## config.mk

```make
export PLATFORM = sky130hd
export DESIGN_NAME = ultrasonic_echo_detector_flat
export DESIGN_NICKNAME = d
export VERILOG_FILES = /design/src/rtl/ultrasonic_echo_detector_if.sv /design/src/rtl/ultrasonic_echo_detector.sv /design/src/flat_wrapper.sv
export SDC_FILE = /design/constraint.sdc
export NUM_CORES = 1
export LEC_CHECK = 0
export BUFFER_PORTS_ARGS = -buffer_cell sky130_fd_sc_hd__clkbuf_2
export CORE_MARGIN = 8
export CORE_UTILIZATION = 50
export DETAILED_ROUTE_END_ITERATION = 12
export GPL_ROUTABILITY_DRIVEN = 0
export HOLD_SLACK_MARGIN = 0.12
export PLACE_DENSITY_LB_ADDON = 0.3
export SLEW_MARGIN = 20
export SYNTH_ARGS = -nofsm -noshare
export SYNTH_HDL_FRONTEND = slang
export SYNTH_SLANG_ARGS = --single-unit
```

## constraint.sdc

```tcl
create_clock -name clk -period 1.57 [get_ports clk]
set_input_delay 0.314 -clock clk [delete_from_list [all_inputs] [get_ports clk]]
set_output_delay 0.314 -clock clk [all_outputs]
set_load 0.02 [all_outputs]
```

## src/rtl/ultrasonic_echo_detector_if.sv

```systemverilog
// Bus bundle between the echo detector and its controller / time-of-flight consumer.
interface ultrasonic_echo_detector_if #(
  parameter int unsigned CNT_W = 10
);
  logic             enable;
  logic             sig_in;
  logic             detected;
  logic             period_valid;
  logic [CNT_W-1:0] half_period;
  logic [15:0]      edge_count;

  // Controller side: drives enable and the raw comparator, observes results.
  modport master (
    output enable,
    output sig_in,
    input  detected,
    input  period_valid,
    input  half_period,
    input  edge_count
  );

  // Detector side.
  modport slave (
    input  enable,
    input  sig_in,
    output detected,
    output period_valid,
    output half_period,
    output edge_count
  );
endinterface

```

## src/rtl/ultrasonic_echo_detector.sv

```systemverilog
// Ultrasonic echo detector: synchronises the receiver comparator, measures
// edge-to-edge half-periods and locks onto a carrier near NOMINAL_HALF cycles.
module ultrasonic_echo_detector #(
  parameter int unsigned NOMINAL_HALF = 337,
  parameter int unsigned TOL          = 16,
  parameter int unsigned LOCK_CYCLES  = 4,
  parameter int unsigned TIMEOUT      = 1023,
  parameter int unsigned CNT_W        = 10
) (
  input  logic                        clk,
  input  logic                        rst_n,
  ultrasonic_echo_detector_if.slave   bus
);

  localparam int unsigned TOL_LO = (NOMINAL_HALF > TOL) ? (NOMINAL_HALF - TOL) : 0;
  localparam int unsigned TOL_HI = NOMINAL_HALF + TOL;
  localparam int unsigned VW     = $clog2(LOCK_CYCLES + 1);
  localparam int unsigned EC_W   = 16;

  typedef enum logic [1:0] {
    S_IDLE   = 2'd0,
    S_SEARCH = 2'd1,
    S_TRACK  = 2'd2,
    S_LOCKED = 2'd3
  } state_t;

  state_t            state_q, state_d;
  logic              sync1_q, sync2_q, hist_q;
  logic [CNT_W-1:0]  cnt_q, cnt_d;
  logic [VW-1:0]     valid_q, valid_d;
  logic              detected_q, detected_d;
  logic              pv_q, pv_d;
  logic [CNT_W-1:0]  hp_q, hp_d;
  logic [EC_W-1:0]   ec_q, ec_d;

  logic              edge_c;
  logic              in_tol_c;
  logic              timeout_c;
  logic [VW-1:0]     valid_inc_c;
  logic              lock_hit_c;

  assign edge_c      = sync2_q ^ hist_q;
  assign in_tol_c    = (32'(cnt_q) >= TOL_LO) && (32'(cnt_q) <= TOL_HI);
  assign timeout_c   = (cnt_q == CNT_W'(TIMEOUT));
  assign valid_inc_c = valid_q + VW'(1);
  assign lock_hit_c  = (32'(valid_inc_c) == LOCK_CYCLES);

  // Two-flop synchroniser plus history flop for either-polarity edge detect.
  always_ff @(posedge clk or negedge rst_n) begin
    if (!rst_n) begin
      sync1_q <= 1'b0;
      sync2_q <= 1'b0;
      hist_q  <= 1'b0;
    end else begin
      sync1_q <= bus.sig_in;
      sync2_q <= sync1_q;
      hist_q  <= sync2_q;
    end
  end

  // FSM state register.
  always_ff @(posedge clk or negedge rst_n) begin
    if (!rst_n) begin
      state_q <= S_IDLE;
    end else begin
      state_q <= state_d;
    end
  end

  // Next-state logic; an edge takes priority over a coincident timeout.
  always_comb begin
    state_d = state_q;
    if (!bus.enable) begin
      state_d = S_IDLE;
    end else begin
      case (state_q)
        S_IDLE:   state_d = S_SEARCH;
        S_SEARCH: if (edge_c) state_d = S_TRACK;
        S_TRACK: begin
          if (edge_c) begin
            if (in_tol_c && lock_hit_c) state_d = S_LOCKED;
          end else if (timeout_c) begin
            state_d = S_SEARCH;
          end
        end
        S_LOCKED: begin
          if (edge_c) begin
            if (!in_tol_c) state_d = S_TRACK;
          end else if (timeout_c) begin
            state_d = S_SEARCH;
          end
        end
        default:  state_d = S_IDLE;
      endcase
    end
  end

  // Output / datapath next values; detected follows the state being entered.
  always_comb begin
    cnt_d      = cnt_q;
    valid_d    = valid_q;
    pv_d       = 1'b0;
    hp_d       = hp_q;
    ec_d       = ec_q;
    detected_d = (state_d == S_LOCKED);

    if (!bus.enable || (state_q == S_IDLE)) begin
      cnt_d   = '0;
      valid_d = '0;
      ec_d    = '0;
    end else begin
      if (edge_c) begin
        cnt_d = CNT_W'(1);
        if (ec_q != {EC_W{1'b1}}) ec_d = ec_q + EC_W'(1);
      end else if (!timeout_c) begin
        cnt_d = cnt_q + CNT_W'(1);
      end

      case (state_q)
        S_SEARCH: begin
          if (edge_c) valid_d = '0;
        end
        S_TRACK: begin
          if (edge_c) begin
            pv_d    = 1'b1;
            hp_d    = cnt_q;
            valid_d = in_tol_c ? valid_inc_c : '0;
          end else if (timeout_c) begin
            valid_d = '0;
          end
        end
        S_LOCKED: begin
          if (edge_c) begin
            pv_d = 1'b1;
            hp_d = cnt_q;
            if (!in_tol_c) valid_d = '0;
          end else if (timeout_c) begin
            valid_d = '0;
          end
        end
        default: ;
      endcase
    end
  end

  // Registered datapath and outputs.
  always_ff @(posedge clk or negedge rst_n) begin
    if (!rst_n) begin
      cnt_q      <= '0;
      valid_q    <= '0;
      detected_q <= 1'b0;
      pv_q       <= 1'b0;
      hp_q       <= '0;
      ec_q       <= '0;
    end else begin
      cnt_q      <= cnt_d;
      valid_q    <= valid_d;
      detected_q <= detected_d;
      pv_q       <= pv_d;
      hp_q       <= hp_d;
      ec_q       <= ec_d;
    end
  end

  assign bus.detected     = detected_q;
  assign bus.period_valid = pv_q;
  assign bus.half_period  = hp_q;
  assign bus.edge_count   = ec_q;

endmodule

```

## src/flat_wrapper.sv

```systemverilog
// flat-port wrapper written by rule: the top's interface ports become plain ports
module ultrasonic_echo_detector_flat 
#(
  parameter int unsigned NOMINAL_HALF = 337,
  parameter int unsigned TOL          = 16,
  parameter int unsigned LOCK_CYCLES  = 4,
  parameter int unsigned TIMEOUT      = 1023,
  parameter int unsigned CNT_W        = 10
)
  (clk, rst_n, bus_enable, bus_sig_in, bus_detected, bus_period_valid, bus_half_period, bus_edge_count);
  ultrasonic_echo_detector_if #(.CNT_W(CNT_W)) bus_i ();
  input  logic clk;
  input  logic rst_n;
  input wire logic [$bits(bus_i.enable)-1:0] bus_enable;
  input wire logic [$bits(bus_i.sig_in)-1:0] bus_sig_in;
  output wire logic [$bits(bus_i.detected)-1:0] bus_detected;
  output wire logic [$bits(bus_i.period_valid)-1:0] bus_period_valid;
  output wire logic [$bits(bus_i.half_period)-1:0] bus_half_period;
  output wire logic [$bits(bus_i.edge_count)-1:0] bus_edge_count;
  assign bus_i.enable = bus_enable;
  assign bus_i.sig_in = bus_sig_in;
  assign bus_detected = bus_i.detected;
  assign bus_period_valid = bus_i.period_valid;
  assign bus_half_period = bus_i.half_period;
  assign bus_edge_count = bus_i.edge_count;
  ultrasonic_echo_detector #(.NOMINAL_HALF(NOMINAL_HALF), .TOL(TOL), .LOCK_CYCLES(LOCK_CYCLES), .TIMEOUT(TIMEOUT), .CNT_W(CNT_W)) u_core (.clk(clk), .rst_n(rst_n), .bus(bus_i));
endmodule
```

==> results.yml, run 1 <==
status:
  outcome: "complete, but fails checks"
  violations: "negative setup slack"
logic_synthesis:
  avgSynthCellArea_um2: 10.7
  yosys_warnings: 0
  syn-cell-area_um2: 2410
  syn_inst: 225
  synth.area.top_cells: "dfrtp_1, nor2_1, xor2_1"
  synth_edf_count: 0
  yosysUniqueCellTypes: 56
  ys_async_sr_fraction_pct: 100
  synth_top_cell_by_area: "dfrtp_1"
  synth_top_area_share_pct: 47.8
  synthTopCellsByCount: "dfrtp_1, nor2_1, nand2_1, a21oi_1, xor2_1"
  yosysMostFrequentCell: "dfrtp_1"
  ys_seq_area_share_pct: 47.8
  synth_seq_cells: 46
  synth_top_flop_cell: "dfrtp_1"
  syn_nets: 235
min_path:
  hold_class: "in2reg"
floorplan:
  die_y_um: 85.4
  rows: 25
  die_w_um: 85.4
  start_util_pct: 51.4
  core_um2: 4690
  die_area_um2: 7300
  num_io_pins: 32
placed_design:
  portBuffers: 31
  hpwl_mm: 3.93
setup_path:
  path_cells: "ha_4 -> and3_4 -> nand4_4 -> a21o_4 -> or3_1 -> a21oi_1"
  slowest_stage: "dfrtp_2"
  cp_max_fo: 5
  worst_setup_path_end_kind: "register"
  required_ns: 1.79
  max_stage_delay_ns: 0.40
  arrival_ns: 1.93
  start_kind: "register"
  path_class: "reg2reg"
global_routing:
  grt_first_pass_wirelength_mm: 9.56
  grt_pass1_vias: 2091
  grtUsageTotal_pct: 16.2
  grt_max_degree: 47
  antenna_found_initial: 0
  grt_remaining_overflow: 0
cts:
  tritoncts: "built"
  clk_path_buf_depth: 2
  htreeDepth: 2
  ctsRootBufferMaster: "clkbuf_8"
  clk_latency_ns: 0.30
  clk_pin_slew_ns: 0.09
  numCtsBuffers: 5
  cts.sinks: 46
detailed_routing:
  drt_iter0_markers: 78
  viasPerCell: 5.70
  routed_wl_mm: 6.28
  num_vias: 2121
  detail-route-antenna-nets: 0
  drc_errors: 0
  wl_per_cell_um: 16.9
  dr.pass1.iters: 4
sta:
  clock.fmax_mhz: 586
  tns_ns: -0.789
  maxSlewViolCount: 0
  setup-violations-final: 17
  holdWs_ns: 0.270
  finalCriticalPeriod_ns: 1.71
  tightest_slew_ns: 0.304
  rsz0062_at_grt: "true"
  period_share_pct: 109
  finalHoldViolCount: 0
  slew_headroom_pct: 79.7
  post-route-worst-setup-slack_ns: -0.136
  clock_skew_ns: 0.00960
final_layout:
  antennaDiodeCount: 0
  layout-drive-gt1-share_pct: 52.5
  area_delta_synth_final_pct: 44.4
  fin_nets: 327
power:
  vdd_drop_max_mv: 0.420
  powerDensity_nw_per_um2: 693
  leakagePower_nw: 1.56
job:
  maxCapViolations: 0
[path summary, 6_finish.rpt]
| path | from | end | slack (ns) | cells after the start |
|---|---|---|---|---|
| setup / recovery | u_core.bus.edge_count[1]$_DFFE_PN0P_ | u_core.bus.edge_count[14]$_DFFE_PN0P_ | -0.14 | 6 |
| hold / removal | bus_enable | u_core.state_q[0]$_DFF_PN0_ | 0.27 | 3 |
| setup reg to reg | u_core.bus.edge_count[1]$_DFFE_PN0P_ | u_core.bus.edge_count[14]$_DFFE_PN0P_ | -0.14 | 6 |
| hold reg to reg | u_core.sync1_q$_DFF_PN0_ | u_core.sync2_q$_DFF_PN0_ | 0.36 | 0 |
| max in group asynchronous | rst_n | u_core.cnt_q[0]$_DFFE_PN0P_ | 0.81 | 3 |
| min in group asynchronous | rst_n | u_core.valid_q[1]$_DFFE_PN0P_ | 0.52 | 3 |
[power breakdown]
part	total [W]	leakage, nW	internal, W	switching, W
logic	0.000359	0.894	0.000165	0.000195
registers	0.00124	0.614	0.00121	0.0000274
clock network	0.000812	0.0544	0.000404	0.000409
[timing repair]
action | 4_1_cts | 5_1_grt
resized for setup | 22 | 34
endpoints found under the setup margin | 24 | 36
cloned | 0 | 1
pin swaps | 9 | 15
buffers inserted | 5 | 11
hold endpoints to repair | 47 | 0
hold buffers | 2 | 0
[critical path, delay by kind of cell (launching register included)]
family,cells,cell delay [ns]
AO/OA/AOI/OAI,2,0.37
adder cells (fa/ha/maj),1,0.14
flip-flops,1,0.40
AND/OR/NAND/NOR,3,0.71
[flip-flops by register name, summed over array words and instances, names as in the netlist]
signal	flops
u_core.state_q	2
u_core.bus.detected	1
u_core.sync2_q	1
u_core.cnt_q	10
u_core.valid_q	3
u_core.bus.period_valid	1
u_core.sync1_q	1
u_core.bus.half_period	10
u_core.hist_q	1
u_core.bus.edge_count	16
[metal layers]
metal	global-route usage [%]	part of all wire [%]	vias up	wire, um
li1	-	-	1001	-
met4	5.10	2.2	0	138
met2	29.8	52	53	3290
met1	18.0	42	1050	2620
met3	3.19	3.7	17	231
met5	0	0	-	0
[kinds of logic (layout without fill, tap and decap cells)]
family          count (synthesis)  in the layout  synth area share (%)
compound gates                 50             50                  15.7
xor+xnor                       15             15                  6.08
fa+ha+maj                       6              6                  3.12
buf+inv                        16            109                  4.10
flops                          46             46                  47.8
mux                            11             11                  5.09
simple gates                   81             81                  18.1
[through the flow]
stage	worst slack [ns]	instance area, um^2	total power, W	std cells	utilization (%)
floorplan	-0.0949	2440	0.00140	225	-
global placement	-0.0454	2960	0.00152	345	63.0
detailed placement	-0.121	2960	0.00153	345	63.0
CTS	-0.103	3230	0.00237	360	68.8
global route	-0.194	3480	0.00248	372	74.2
finish	-0.136	3480	0.00241	372	74.2
[layout make-up]
class / count / area (um^2)
repair buffers: 96 / 717
flip-flops and latches: 46 / 1160
inverters: 5 / 18.8
clock inverters: 1 / 8.76
well taps: 54 / 67.6
fillers: 313 / 1210
clock buffers: 7 / 96.3
multi-input cells: 163 / 1410
[layout by cell type (no fill, tap or decap), types with 7 or more instances in the layout]
master / count
dfrtp_1: 35
buf_4: 53
nand2_1: 14
clkbuf_2: 31
mux2_4: 10
xor2_1: 10
nor2_1: 22
dfrtp_2: 11
buf_6: 7
a21oi_1: 8
clkbuf_8: 7
(Power assumes the default switching activity.)
==> run 2: changes to the inputs <==
--- a/config.mk
+++ b/config.mk
@@ -12,6 +12,7 @@
 export GPL_ROUTABILITY_DRIVEN = 0
 export HOLD_SLACK_MARGIN = 0.12
 export PLACE_DENSITY_LB_ADDON = 0.3
+export RECOVER_POWER = 50
 export SLEW_MARGIN = 20
 export SYNTH_ARGS = -nofsm -noshare
 export SYNTH_HDL_FRONTEND = slang
==> constraint.sdc (replaced) <==
create_clock -name clk -period 1.7 [get_ports clk]
set_input_delay 0.34 -clock clk [delete_from_list [all_inputs] [get_ports clk]]
set_output_delay 0.34 -clock clk [all_outputs]
set_load 0.02 [all_outputs]
==> results.yml, run 2 (synthesis results as in run 1) <==
final_layout:
  area_delta_synth_final_pct: 26.1
  final_cell_mix: "dfrtp_1, buf_4, nor2_1"
  seq_area_um2: 1160
  fin_util_pct: 64.8
  multiInputGateArea_um2: 1250
  layout_commonest_cell: "dfrtp_1"
  fillCellCount: 374
  largest_register_ffs: 16
  antennaDiodeCount: 0
  fin_nets: 301
  layout-drive-gt1-share_pct: 37.7
floorplan:
  start_util_pct: 51.4
  num_io_pins: 32
  core_um2: 4690
  die_area_um2: 7300
  rows: 25
  die_y_um: 85.4
  die_w_um: 85.4
setup_path:
  ff2ff_path_depth: 7
  max_stage_delay_ns: 0.44
  arrival_ns: 1.97
  slowest_stage: "dfrtp_1"
  regToRegEndpoint: "u_core.bus.detected$_DFF_PN0_"
  path_class: "reg2reg"
  required_ns: 1.90
  start_kind: "register"
  crit_family: "compound AO/OA/AOI/OAI gates"
  path_buf_inv: 1
  reg2reg_from: "u_core.cnt_q[1]$_DFFE_PN0P_"
  worst_setup_path_end_kind: "register"
  path_cells: "inv_2 -> ha_4 -> nor2_2 -> o31a_1 -> a21oi_2 -> nand4_1 -> a2111oi_2"
  cp_max_fo: 4
  ff2ff_setup_slack_ns: -0.07
cts:
  clk_latency_ns: 0.31
  numCtsBuffers: 5
  tritoncts: "built"
  htreeDepth: 2
  clk_pin_slew_ns: 0.09
  cts.sinks: 46
  clk_path_buf_depth: 2
  ctsRootBufferMaster: "clkbuf_8"
status:
  outcome: "complete, but fails checks"
  violations: "negative setup slack"
sta:
  finalCriticalPeriod_ns: 1.77
  finalHoldViolCount: 0
  rsz0062_at_grt: "true"
  tightest_slew_ns: 0.612
  slew_headroom_pct: 59.2
  post-route-worst-setup-slack_ns: -0.0704
  maxSlewViolCount: 0
  holdWs_ns: 0.143
  clock_skew_ns: 0.00930
  setup-violations-final: 3
  period_share_pct: 104
  clock.fmax_mhz: 565
  tns_ns: -0.0847
detailed_routing:
  wl_per_cell_um: 15.6
  drc_errors: 0
  detail-route-antenna-nets: 0
  dr.pass1.iters: 4
  drt_iter0_markers: 109
  routed_wl_mm: 5.39
  viasPerCell: 5.62
  num_vias: 1943
global_routing:
  antenna_found_initial: 0
  grt_max_degree: 47
  grt_pass1_vias: 1883
  grt_remaining_overflow: 0
  grt_first_pass_wirelength_mm: 8.91
  grtUsageTotal_pct: 15.3
placed_design:
  place_ws_ns: 0.0212
  hpwl_mm: 3.79
  portBuffers: 31
min_path:
  hp-start: "bus_sig_in"
  hold_end: "u_core.sync1_q$_DFF_PN0_"
  worstHoldPathCells: 1
  hold_class: "in2reg"
power:
  p_seq_share_pct: 51.7
  leakagePower_nw: 1.38
  p_comb_share_pct: 11.8
  clkPwrFrac_pct: 36.5
  switching_share_pct: 24.7
  power_switching_w: 0.000546
  vdd_drop_max_mv: 0.606
  p_int_w: 0.00166
  powerDensity_nw_per_um2: 728
job:
  maxCapViolations: 0
-- run 2: cell count changes in the layout (fill, tap and decap cells not counted), sizes merged --
cell | previous run | this run
bufinv | 0 | 1
dlygate4sd3 | 2 | 1
clkbuf | 39 | 37
buf | 62 | 37
clkinv | 1 | 2
-- run 2: worst max path at each step --
stage	depth (start not counted)	from	end	slack, ns
after floorplan	7	u_core.cnt_q[0]$_DFFE_PN0P_	u_core.bus.detected$_DFF_PN0_	0.01
after global placement	4	u_core.hist_q$_DFF_PN0_	u_core.bus.half_period[1]$_DFFE_PN0P_	0.05
after detailed placement	4	u_core.hist_q$_DFF_PN0_	u_core.bus.half_period[2]$_DFFE_PN0P_	0.02
after CTS	7	u_core.cnt_q[1]$_DFFE_PN0P_	u_core.bus.detected$_DFF_PN0_	0.01
after global routing	7	u_core.cnt_q[1]$_DFFE_PN0P_	u_core.bus.detected$_DFF_PN0_	-0.16
final	7	u_core.cnt_q[1]$_DFFE_PN0P_	u_core.bus.detected$_DFF_PN0_	-0.07
-- run 2: repair_timing --
action                                 in CTS  in global routing
setup endpoints to repair                   0                 16
hold buffers                                1                  0
endpoints found under the hold margin      46                  0
setup buffers                               0                  2
gates resized for setup                     0                 19
-- run 2: final cells by class --
type / instances / area share, %
multi-input combinational: 163 / 41.0
timing repair buffer: 70 / 14.5
inverter: 5 / 0.618
clock buffer: 5 / 2.26
sequential: 46 / 38.0
clock inverter: 3 / 1.32
tap: 54 / 2.22
-- run 2: per-stage QoR --
| step | instances | cell area, um^2 | total power, W |
|---|---|---|---|
| CTS | 344 | 2970 | 0.00221 |
| global placement | 335 | 2850 | 0.00140 |
| global route | 346 | 3040 | 0.00231 |
| finish | 346 | 3040 | 0.00221 |
| floorplan | 225 | 2430 | 0.00129 |
| detailed placement | 335 | 2850 | 0.00140 |
-- run 2: per-layer routing --
metal	global-route usage, %	vias up	wire length (um)
met5	0	-	0
met4	7.48	0	109
met3	3.96	7	253
met2	24.5	50	2570
met1	18.5	940	2460
li1	-	946	-
-- run 2: power by group through the flow --
stage | logic (W) | registers, W | clock network (W)
after floorplan | 0.000118 | 0.00118 | 0
after global placement | 0.000238 | 0.00116 | 0
after detailed placement | 0.000241 | 0.00116 | 0
after CTS | 0.000244 | 0.00114 | 0.000828
after global routing | 0.000291 | 0.00115 | 0.000869
final | 0.000262 | 0.00114 | 0.000808
